===== config.mk =====
export PLATFORM = sky130hd
export DESIGN_NAME = alu_cmd_frontend
export DESIGN_NICKNAME = d
export VERILOG_FILES = /design/src/rtl/alu_pkg.sv /design/src/rtl/btn_debounce.sv /design/src/rtl/alu_cmd_frontend.sv
export SDC_FILE = /design/constraint.sdc
export NUM_CORES = 1
export LEC_CHECK = 0
export ABC_CLOCK_PERIOD_IN_PS = 1900
export CAP_MARGIN = 20
export CORE_MARGIN = 2
export CORE_UTILIZATION = 50
export CTS_CLUSTER_DIAMETER = 60
export DETAILED_ROUTE_END_ITERATION = 8
export GPL_TIMING_DRIVEN = 0
export PLACE_DENSITY = 0.77
export SLEW_MARGIN = 5
export SYNTH_ARGS = -nofsm -noshare
export SYNTH_HDL_FRONTEND = slang
export SYNTH_SLANG_ARGS = --single-unit
export TNS_END_PERCENT = 5

===== constraint.sdc =====
create_clock -name clk -period 1.9 [get_ports clk]
set_input_delay 0.19 -clock clk [delete_from_list [all_inputs] [get_ports clk]]
set_output_delay 0.19 -clock clk [all_outputs]
set_load 0.05 [all_outputs]

===== src/rtl/alu_pkg.sv =====
// alu_pkg: shared ALU widths, opcode encoding and command front-end FSM states.
package alu_pkg;
  localparam int ALU_W = 8;
  localparam int SEL_W = 4;
  localparam logic [SEL_W-1:0] OP_ADD  = 4'b0000;
  localparam logic [SEL_W-1:0] OP_SUB  = 4'b0001;
  localparam logic [SEL_W-1:0] OP_AND  = 4'b0010;
  localparam logic [SEL_W-1:0] OP_OR   = 4'b0011;
  localparam logic [SEL_W-1:0] OP_XOR  = 4'b0100;
  localparam logic [SEL_W-1:0] OP_NOT  = 4'b0101;
  localparam logic [SEL_W-1:0] OP_SHL  = 4'b0110;
  localparam logic [SEL_W-1:0] OP_SHR  = 4'b0111;
  localparam logic [SEL_W-1:0] OP_SAR  = 4'b1000;
  localparam logic [SEL_W-1:0] OP_ROL  = 4'b1001;
  localparam logic [SEL_W-1:0] OP_ROR  = 4'b1010;
  localparam logic [SEL_W-1:0] OP_INC  = 4'b1011;
  localparam logic [SEL_W-1:0] OP_DEC  = 4'b1100;
  localparam logic [SEL_W-1:0] OP_NEG  = 4'b1101;
  localparam logic [SEL_W-1:0] OP_PASS = 4'b1110;
  localparam logic [SEL_W-1:0] OP_LOAD = 4'b1111;
  typedef enum logic [1:0] {IDLE = 2'd0, ISSUE = 2'd1, HOLD = 2'd2} state_t;
endpackage


===== src/rtl/btn_debounce.sv =====
// btn_debounce: synchronises a bouncing button, filters it to a clean level
// and emits a one-cycle pulse on each clean 0->1 transition.
module btn_debounce #(
  parameter int DEBOUNCE_CYCLES = 16,
  parameter int SYNC_STAGES     = 2
) (
  input  logic clk,
  input  logic reset,
  input  logic raw,
  output logic clean,
  output logic rise
);
  localparam int CNT_W = $clog2(DEBOUNCE_CYCLES + 1);
  logic [SYNC_STAGES-1:0] r_sync;
  logic [CNT_W-1:0] r_cnt;
  logic r_clean, r_rise;
  logic w_sync, w_flip;
  assign w_sync = r_sync[SYNC_STAGES-1];
  // the DEBOUNCE_CYCLES-th consecutive disagreeing cycle flips the level
  assign w_flip = (w_sync != r_clean) && (r_cnt == CNT_W'(DEBOUNCE_CYCLES - 1));
  always_ff @(posedge clk or posedge reset) begin
    if (reset) begin
      r_sync  <= '0;
      r_cnt   <= '0;
      r_clean <= 1'b0;
      r_rise  <= 1'b0;
    end else begin
      r_sync  <= {r_sync[SYNC_STAGES-2:0], raw};
      r_cnt   <= (w_sync == r_clean || w_flip) ? '0 : r_cnt + CNT_W'(1);
      r_clean <= r_clean ^ w_flip;
      r_rise  <= w_flip & ~r_clean;
    end
  end
  assign clean = r_clean;
  assign rise  = r_rise;
endmodule


===== src/rtl/alu_cmd_frontend.sv =====
// alu_cmd_frontend: turns each debounced execute press into one {opcode, operand}
// command for the ALU, delivered over a valid/ready handshake.
module alu_cmd_frontend
  import alu_pkg::*;
#(
  parameter int DEBOUNCE_CYCLES = 16,
  parameter int SYNC_STAGES     = 2
) (
  input  logic             clk,
  input  logic             reset,
  input  logic             btn_exec,
  input  logic [ALU_W-1:0] sw_data,
  input  logic [SEL_W-1:0] sw_sel,
  input  logic             cmd_ready,
  output logic             cmd_valid,
  output logic [SEL_W-1:0] cmd_sel,
  output logic [ALU_W-1:0] cmd_data,
  output logic             busy,
  output logic [7:0]       cmd_count
);
  logic w_clean, w_rise;
  logic [SEL_W+ALU_W-1:0] r_sw [SYNC_STAGES];
  state_t r_state;
  logic r_valid, r_busy;
  logic [SEL_W-1:0] r_sel;
  logic [ALU_W-1:0] r_data;
  logic [7:0] r_count;
  btn_debounce #(
    .DEBOUNCE_CYCLES(DEBOUNCE_CYCLES),
    .SYNC_STAGES(SYNC_STAGES)
  ) u_btn (
    .clk(clk),
    .reset(reset),
    .raw(btn_exec),
    .clean(w_clean),
    .rise(w_rise)
  );
  // switches are only synchronised; they are sampled once, at capture
  always_ff @(posedge clk or posedge reset) begin
    if (reset) begin
      for (int i = 0; i < SYNC_STAGES; i++) r_sw[i] <= '0;
    end else begin
      r_sw[0] <= {sw_sel, sw_data};
      for (int i = 1; i < SYNC_STAGES; i++) r_sw[i] <= r_sw[i-1];
    end
  end
  always_ff @(posedge clk or posedge reset) begin
    if (reset) begin
      r_state <= IDLE;
      r_valid <= 1'b0;
      r_busy  <= 1'b0;
      r_sel   <= '0;
      r_data  <= '0;
      r_count <= '0;
    end else begin
      case (r_state)
        IDLE: if (w_rise) begin
          {r_sel, r_data} <= r_sw[SYNC_STAGES-1];
          r_valid <= 1'b1;
          r_busy  <= 1'b1;
          r_state <= ISSUE;
        end
        ISSUE: if (cmd_ready) begin
          r_valid <= 1'b0;
          r_count <= r_count + 8'd1;
          r_busy  <= w_clean;
          r_state <= w_clean ? HOLD : IDLE;
        end
        HOLD: if (!w_clean) begin
          r_busy  <= 1'b0;
          r_state <= IDLE;
        end
        default: begin
          r_valid <= 1'b0;
          r_busy  <= 1'b0;
          r_state <= IDLE;
        end
      endcase
    end
  end
  assign cmd_valid = r_valid;
  assign cmd_sel   = r_sel;
  assign cmd_data  = r_data;
  assign busy      = r_busy;
  assign cmd_count = r_count;
endmodule

* Word-level counts from Yosys, hierarchy flattened
Cells that the tools add are included.
** Storage, ports and cells
- Register bits :: 57
- Output and inout port bits :: 22
- Input port bits :: 16
** Cells by class
- Equality and inequality tests :: 8
- Bitwise logic cells :: 4
- Add/sub/neg operators :: 2
- Reductions and logical operators :: 7
- Mux-type cells :: 12
** Operators by type and width (count)
- $add 8x1->8 const B :: 1
- $mux 2 :: 4
- $pmux 1 s3 :: 2
- $pmux 2 s3 :: 1
- $reduce_and 3->1 :: 2
- $add 5x1->5 const B :: 1
- $eq 5x4->1 const B :: 1
- $mux 5 :: 1
- $mux 1 :: 4
- $ne 2x2->1 const B :: 2
- $reduce_and 2->1 :: 2
- $eq 2x1->1 const B :: 1
- $eq 2x2->1 const B :: 1
- $logic_not 2->1 :: 1
- $ne 2x1->1 const B :: 1
- $not 1->1 :: 2
- $and 1x1->1 :: 1
- $eq 1x1->1 :: 1
- $logic_and 1x1->1 :: 1
- $logic_or 1x1->1 :: 1
- $ne 1x1->1 :: 1
- $xor 1x1->1 :: 1

* Logic depth before layout (Yosys ltp)
Gate-level depths: netlist (run 1).
- Depth in word-level cells :: 4
- Depth in mapped cells :: 5
- Gate-level depth less buffers :: 5

* Modules after synthesis
A second synthesis (run 1) with hierarchy kept.
** Unflattened totals
- Cells, all modules :: 130
- Area total of the unflattened synthesis :: 2015.7 um^2
** By module, submodules not included
- alu_cmd_frontend :: area an instance 1675.4 um^2, instances 1, cells each 101, seq. area each 1201.2 um^2
- btn_debounce :: area an instance 340.3 um^2, instances 1, cells each 29, seq. area each 225.2 um^2

* Least setup slack after synthesis (run 1)
Ideal clock, no wire load.
- Path kind :: register to register
- Start :: register u_btn.r_cnt[0]
- End :: register (tool-made name)
- Required time :: 1.775 ns
- Cell stages (with the launch flop) :: 5
- Setup time :: 0.125 ns
- Clock period less this slack :: 1.331 ns
- Path slack :: 0.569 ns
- Data arrival time :: 1.206 ns
- Cell sequence :: dfrtp_1 ha_1 and3_1 ha_1 mux2_2
** RTL lines
- start: declaration :: line btn_debounce.sv:15 : logic [CNT_W-1:0] r_cnt;
- start signal: assignment :: line btn_debounce.sv:29 : r_cnt <= (w_sync == r_clean || w_flip) ? '0 : r_cnt + CNT_W'(1);

* Final worst setup path (run 1)
- Start :: register r_count[3], in the netlist cmd_count[3]
- End :: output port cmd_count[3]
** RTL lines
- start: declaration :: line alu_cmd_frontend.sv:27 : logic [7:0] r_count;
- start signal: assignment :: line alu_cmd_frontend.sv:65 : r_count <= r_count + 8'd1;
- end: declaration :: line alu_cmd_frontend.sv:19 : output logic [7:0] cmd_count
No word-level cell between the ends.

==> results.toml, run 1 <==
[synth]
yosys_most_used_dff = "dfrtp_1"
avgSynthCellArea_um2 = 16.3
async_flop_share_pct = 100
synth-seq-cells = 57
synthCells = 122
syn_area_um2 = 1990
synth_top_area_share_pct = 71.6
synthDistinctLibCells = 25
syn-num-nets = 141
ys_seq_area_share_pct = 71.6
ys_top_cells_by_area = "dfrtp_1 (72%), mux2_4 (8.3%), xnor2_1 (3.1%)"
synth_edf_count = 0
yosysWarnings = 0
yosys.area.top_type = "dfrtp_1"

[place]
io_buffers = 37
globalplace.congestion = 0.753
dp_hpwl_mm = 2.16
dpl_cell_area_um2 = 2440

[grt]
antenna_found_initial = 0
grtUsageTotal_pct = 17.5
grt_max_degree = 30
grt_overflow = 0
grt_pass1_vias = 1145
grt_pass1_wl_mm = 5.45

[setup_path]
cp-end-kind = "output pin"
worstPathMaxFanout = 5
critPathRequiredTime_ns = 1.71
path_buf_inv = 1
path_cells = "clkdlybuf4s50_1"
cp_top_family = "buffers and inverters"
critPathArrivalTime_ns = 1.60
crit_path_start_kind = "register"
crit_path_max_incr_delay_ns = 0.84
worstSetupPathType = "reg -> out"
worst_path_max_delay_cell = "clkdlybuf4s50_1"

[clock_tree]
cts_setup_buffers = 0
clk-insertion-delay-late_ns = 0.33
htree_levels = 3
cts_root_buf = "clkbuf_8"
clk_pin_slew_ns = 0.06
clkSinkCount = 57
numCtsBuffers = 9
cts_hold_buf = 0
clockBufferDepth = 2
cts_resized = 0
tritoncts = "built"

[die]
start_util_pct = 53.2
die_y_um = 67.1
rows = 22
core_um2 = 3740
dieArea_um2 = 4500
pin_count = 38
die_x_um = 67.1

[detailed_routing]
first_iter_violations = 48
vias_per_cell = 4.95
wl_per_cell_um = 14.4
drc = 0
routed_wl_mm = 3.22
firstDrtPassIters = 4
vias = 1104
ant_nets = 0

[sta]
skew_ns = 0.00359
slew_headroom_pct = 60.8
hold_violations = 0
final-max-slew-violation-count = 0
fin_crit_sh_pct = 94.2
fmax_ghz = 0.559
worstMarginPinSlew_ns = 0.587
finalCriticalPeriod_ns = 1.79
rsz0062_at_grt = "false"
setup_viol = 0

[cells_and_area]
syn_to_final_growth_pct = 31.7
final_cell_area_um2 = 2620
diodes = 0
final_layout_size_suffix_gt1_share_pct = 21.1
fin_util_pct = 70.1
nets = 190

[outcome]
outcome = "complete, no violations"

[power]
p_sw_mw = 0.764
p_per_area_nw_per_um2 = 1070
internal_power_mw = 2.03
seqPwrFrac_pct = 48.8
clkPwrFrac_pct = 35.8
total_leakage_power_nw = 1.22
total_power_mw = 2.80
pwr-share-comb_pct = 15.4
switching_share_pct = 27.3
ir_worst_vdd_mv = 0.577

[hold_path]
hold_class = "in -> async"

[job]
cap_violations = 0
## stage by stage
step	worst slack [ns]	TNS (ns)	std cells	hold WS (ns)
floorplan	0.310	0	122	0.221
global placement	-0.529	-30.10	207	0.333
detailed placement	0.444	0	208	0.336
CTS	0.106	0	223	0.252
global route	0.0799	0	223	0.283
finish	0.111	0	223	0.242
## cell usage after synthesis (2+ instances only)
cell type	instances
mux2_2	3
xor2_1	3
inv_1	5
nor2_1	7
and2b_2	2
mux2_4	11
o21ai_0	2
nand2_1	2
and3_1	3
xnor2_1	7
nand4_1	4
and3b_1	2
dfrtp_1	57
ha_1	3
## path summary, 6_finish.rpt
kind,start,to,slack (ns),cells past startpoint
worst min-delay path,reset,cmd_data[0]$_DFFE_PP0P_,0.24,2
worst max-delay path,cmd_count[3]$_DFFE_PP0P_,cmd_count[3],0.11,1
max in group asynchronous,reset,cmd_count[0]$_DFFE_PP0P_,1.10,3
min in group clk,sw_data[0],r_sw[12]$_DFF_PP0_,0.30,1
worst min register to register,r_sw[12]$_DFF_PP0_,r_sw[0]$_DFF_PP0_,0.34,0
worst max register to register,r_state[0]$_DFFE_PP0P_,cmd_sel[0]$_DFFE_PP0P_,0.46,4
## registers in the layout (all words and copies together), names as in the netlist, named ones only
name          count
busy              1
cmd_count         8
cmd_data          8
cmd_sel           4
cmd_valid         1
r_state           2
r_sw             24
u_btn.r_cnt       5
u_btn.r_sync      2
u_btn.rise        1
## logic make-up after synthesis
kind of cell             share of synthesized area, %
flip-flops                                       71.6
AND/OR/NAND/NOR                                  7.35
multiplexers                                     9.99
XOR/XNOR                                         4.40
AO/OA/AOI/OAI                                    2.26
buffers and inverters                            2.51
adder cells (fa/ha/maj)                          1.88
## power by group through the flow
stage                     registers [mW]  clock network [mW]  logic [mW]
after global routing                1.38                1.09       0.457
after floorplan                     1.54                   0       0.116
after detailed placement            1.39                   0       0.435
final                               1.37                1.00       0.430
after CTS                           1.37                1.03       0.436
after global placement              1.38                   0       0.419
## layout make-up
| type | count | area [um^2] |
|---|---|---|
| fillers | 271 | 1120 |
| well taps | 48 | 60.1 |
| multi-input cells | 58 | 515 |
| clock inverters | 3 | 15.0 |
| flip-flops and latches | 57 | 1430 |
| clock buffers | 12 | 165 |
| plain buffers | 2 | 31.3 |
| inverters | 5 | 18.8 |
| repair buffers | 38 | 390 |
## layout by cell type, fill, tap and decap left out, drive strengths merged, types with 2 or more instances in the layout
master         count
nor2b              2
nor2               7
nand2              2
buf                3
clkbuf            12
ha                 3
inv                5
o21ai              2
xor2               3
nand4              4
clkinv             3
and3b              2
xnor2              7
dfrtp             57
clkdlybuf4s50     37
and2b              2
mux2              14
and3               3
## per-layer routing
metal / part of all wire (%) / global-route usage (%) / wire length, um / vias up
li1: - / - / - / 503
met1: 44 / 21.4 / 1400 / 560
met2: 48 / 26.1 / 1560 / 32
met3: 5.7 / 7.77 / 182 / 9
met4: 2.3 / 9.18 / 74 / 0
met5: 0 / 0 / 0 / -
## worst register-to-register path: cells and delay by family, from the launching register on
| kind | cells | cell delay [ns] |
|---|---|---|
| buffers and inverters | 1 | 0.17 |
| flip-flops | 1 | 0.47 |
| multiplexers | 1 | 0.31 |
| AND/OR/NAND/NOR | 2 | 0.38 |
No activity file was read; power rests on OpenSTA's default activity.
==> run 2, diff against run 1 <==
GPL_ROUTABILITY_DRIVEN = 0   (was not set)
==> results of run 2 <==
No change in the layout: final DEF, timing and power equal those of run 1.
==> run 3, diff against run 2 <==
ABC_CLOCK_PERIOD_IN_PS = not set   (was 1900)
CORE_ASPECT_RATIO = 0.75   (was not set)
==> run 3 against run 2 <==
Compared with the run above:
- core utilization is 0.75 points higher
- clock skew increased by 0.0030 ns
- count of clock-buffer cells in the layout stayed put
- total power up 3.8%
- final area grew 0.76%
- hold slack got worse by 0.034 ns
- combinational power increased by 0.9%
- fmax grew 0.16%
- routed wire length is 3.2% higher
- via count shrank 2.3%
- final cell count up 1.8%
- flip-flop and latch count stayed put
- highest routed layer unchanged
==> results.toml, run 3 (same netlist as run 1, synthesis figures left out) <==
[sta]
rsz0062_at_grt = "false"
finalCriticalPeriod_ns = 1.79
worstMarginPinSlew_ns = 0.528
skew_ns = 0.00655
hold_violations = 0
final-max-slew-violation-count = 0
final.setup.tns_ns = 0
fin_crit_sh_pct = 94.0
slew_headroom_pct = 64.7
finalWorstSetupSlack_ns = 0.114
setup_viol = 0
fmax_ghz = 0.560

[die]
core_um2 = 3730
rows = 19
dieArea_um2 = 4510
start_util_pct = 53.4
pin_count = 38
die_y_um = 58.7
die_x_um = 76.9

[setup_path]
crit_path_start_kind = "register"
crit_path_end = "cmd_count[2]"
path_cells = "clkdlybuf4s50_1"
worst_path_max_delay_cell = "clkdlybuf4s50_1"
r2r_setup_slack_ns = 0.43
cp-end-kind = "output pin"
critPathArrivalTime_ns = 1.60
worstSetupPathType = "reg -> out"
worstPathMaxFanout = 5
worstReg2RegEnd = "u_btn.r_cnt[2]$_DFF_PP0_"
setup.worst_path.start = "cmd_count[2]$_DFFE_PP0P_"
critPathRequiredTime_ns = 1.71
worstRegToRegCells = 5
path_buf_inv = 1
cp_top_family = "buffers and inverters"
rr_startpoint = "u_btn.r_cnt[0]$_DFF_PP0_"
crit_path_max_incr_delay_ns = 0.83
crit_cells = 1

[power]
total_leakage_power_nw = 1.22
clkPwrFrac_pct = 37.8
switching_share_pct = 26.5
p_sw_mw = 0.769
p_per_area_nw_per_um2 = 1100
seqPwrFrac_pct = 47.2
internal_power_mw = 2.13
ir_worst_vdd_mv = 0.698
pwr-share-comb_pct = 14.9

[job]
cap_violations = 0

[detailed_routing]
vias_per_cell = 4.75
drc = 0
ant_nets = 0
firstDrtPassIters = 4
wl_per_cell_um = 14.6
vias = 1079
first_iter_violations = 52
routed_wl_mm = 3.32

[grt]
grt_max_degree = 35
antenna_found_initial = 0
grt_pass1_wl_mm = 5.68
grt_pass1_vias = 1212
grtUsageTotal_pct = 17.8
grt_overflow = 0

[place]
dpl_cell_area_um2 = 2450
io_buffers = 37
pre_cts_slack_ns = 0.427
dp_hpwl_mm = 2.23

[cells_and_area]
largest_register_ffs = 24
final_layout_size_suffix_gt1_share_pct = 20.6
nets = 190
diodes = 0
regMostFlops = "r_sw"
multi_input_area_um2 = 515
num-fill-cells = 260
register_area_um2 = 1430
final_cell_area_um2 = 2640
syn_to_final_growth_pct = 32.7
layout_commonest_cell = "dfrtp_1"
final_cell_mix = "dfrtp_1 (57), clkdlybuf4s50_1 (37), mux2_4 (11), clkbuf_8 (11)"

[clock_tree]
clockBufferDepth = 2
tritoncts = "built"
htree_levels = 3
cts_resized = 0
cts_hold_buf = 0
clkSinkCount = 57
clk-insertion-delay-late_ns = 0.33
clk_pin_slew_ns = 0.06
cts_root_buf = "clkbuf_8"
cts_setup_buffers = 0
numCtsBuffers = 9

[outcome]
outcome = "complete, no violations"

[hold_path]
hold_class = "in -> async"
-- run 3: cell types whose count changed in the layout (fill, tap and decap cells not counted), sizes merged --
| cell | change |
|---|---|
| bufinv | +1 |
| clkinv | -1 |
-- run 3: power groups by stage --
| stage | registers [mW] | logic (mW) | clock network, mW |
|---|---|---|---|
| floorplan | 1.54 | 0.116 | 0 |
| global placement | 1.38 | 0.418 | 0 |
| detailed placement | 1.39 | 0.435 | 0 |
| CTS | 1.37 | 0.439 | 1.12 |
| global route | 1.38 | 0.459 | 1.20 |
| finish | 1.37 | 0.434 | 1.10 |
-- run 3: area by class of cell --
cell class	instances	area share, %
inverters	5	0.710
flip-flops and latches	57	54.0
plain buffers	2	1.18
repair buffers	38	14.8
clock buffers	12	5.87
multi-input cells	58	19.5
well taps	52	2.46
clock inverters	3	1.52
-- run 3: worst min path at each step --
stage / slack [ns] / start / cells past startpoint / to
floorplan: 0.22 / sw_data[0] / 0 / r_sw[12]$_DFF_PP0_
global placement: 0.33 / r_sw[18]$_DFF_PP0_ / 0 / r_sw[6]$_DFF_PP0_
detailed placement: 0.33 / r_sw[16]$_DFF_PP0_ / 0 / r_sw[4]$_DFF_PP0_
CTS: 0.21 / reset / 2 / r_state[0]$_DFFE_PP0P_
global route: 0.25 / reset / 2 / r_state[0]$_DFFE_PP0P_
finish: 0.21 / reset / 2 / r_sw[10]$_DFF_PP0_
-- run 3: through the flow --
stage / hold WS (ns) / power, mW / std cells / utilization, %
2_1_floorplan: 0.221 / 1.65 / 122 / -
5_1_grt: 0.248 / 3.04 / 227 / 70.8
4_1_cts: 0.209 / 2.93 / 227 / 70.8
3_3_place_gp: 0.332 / 1.80 / 211 / 65.0
6_report: 0.208 / 2.90 / 227 / 70.8
3_5_place_dp: 0.335 / 1.83 / 212 / 65.6
-- run 3: metal layers --
metal	global-route usage, %	vias to the layer above	part of all wire, %
met2	29.3	25	52
met1	18.9	538	40
li1	-	507	-
met3	10.3	9	5.5
met5	0	-	0
met4	8.31	0	2.4
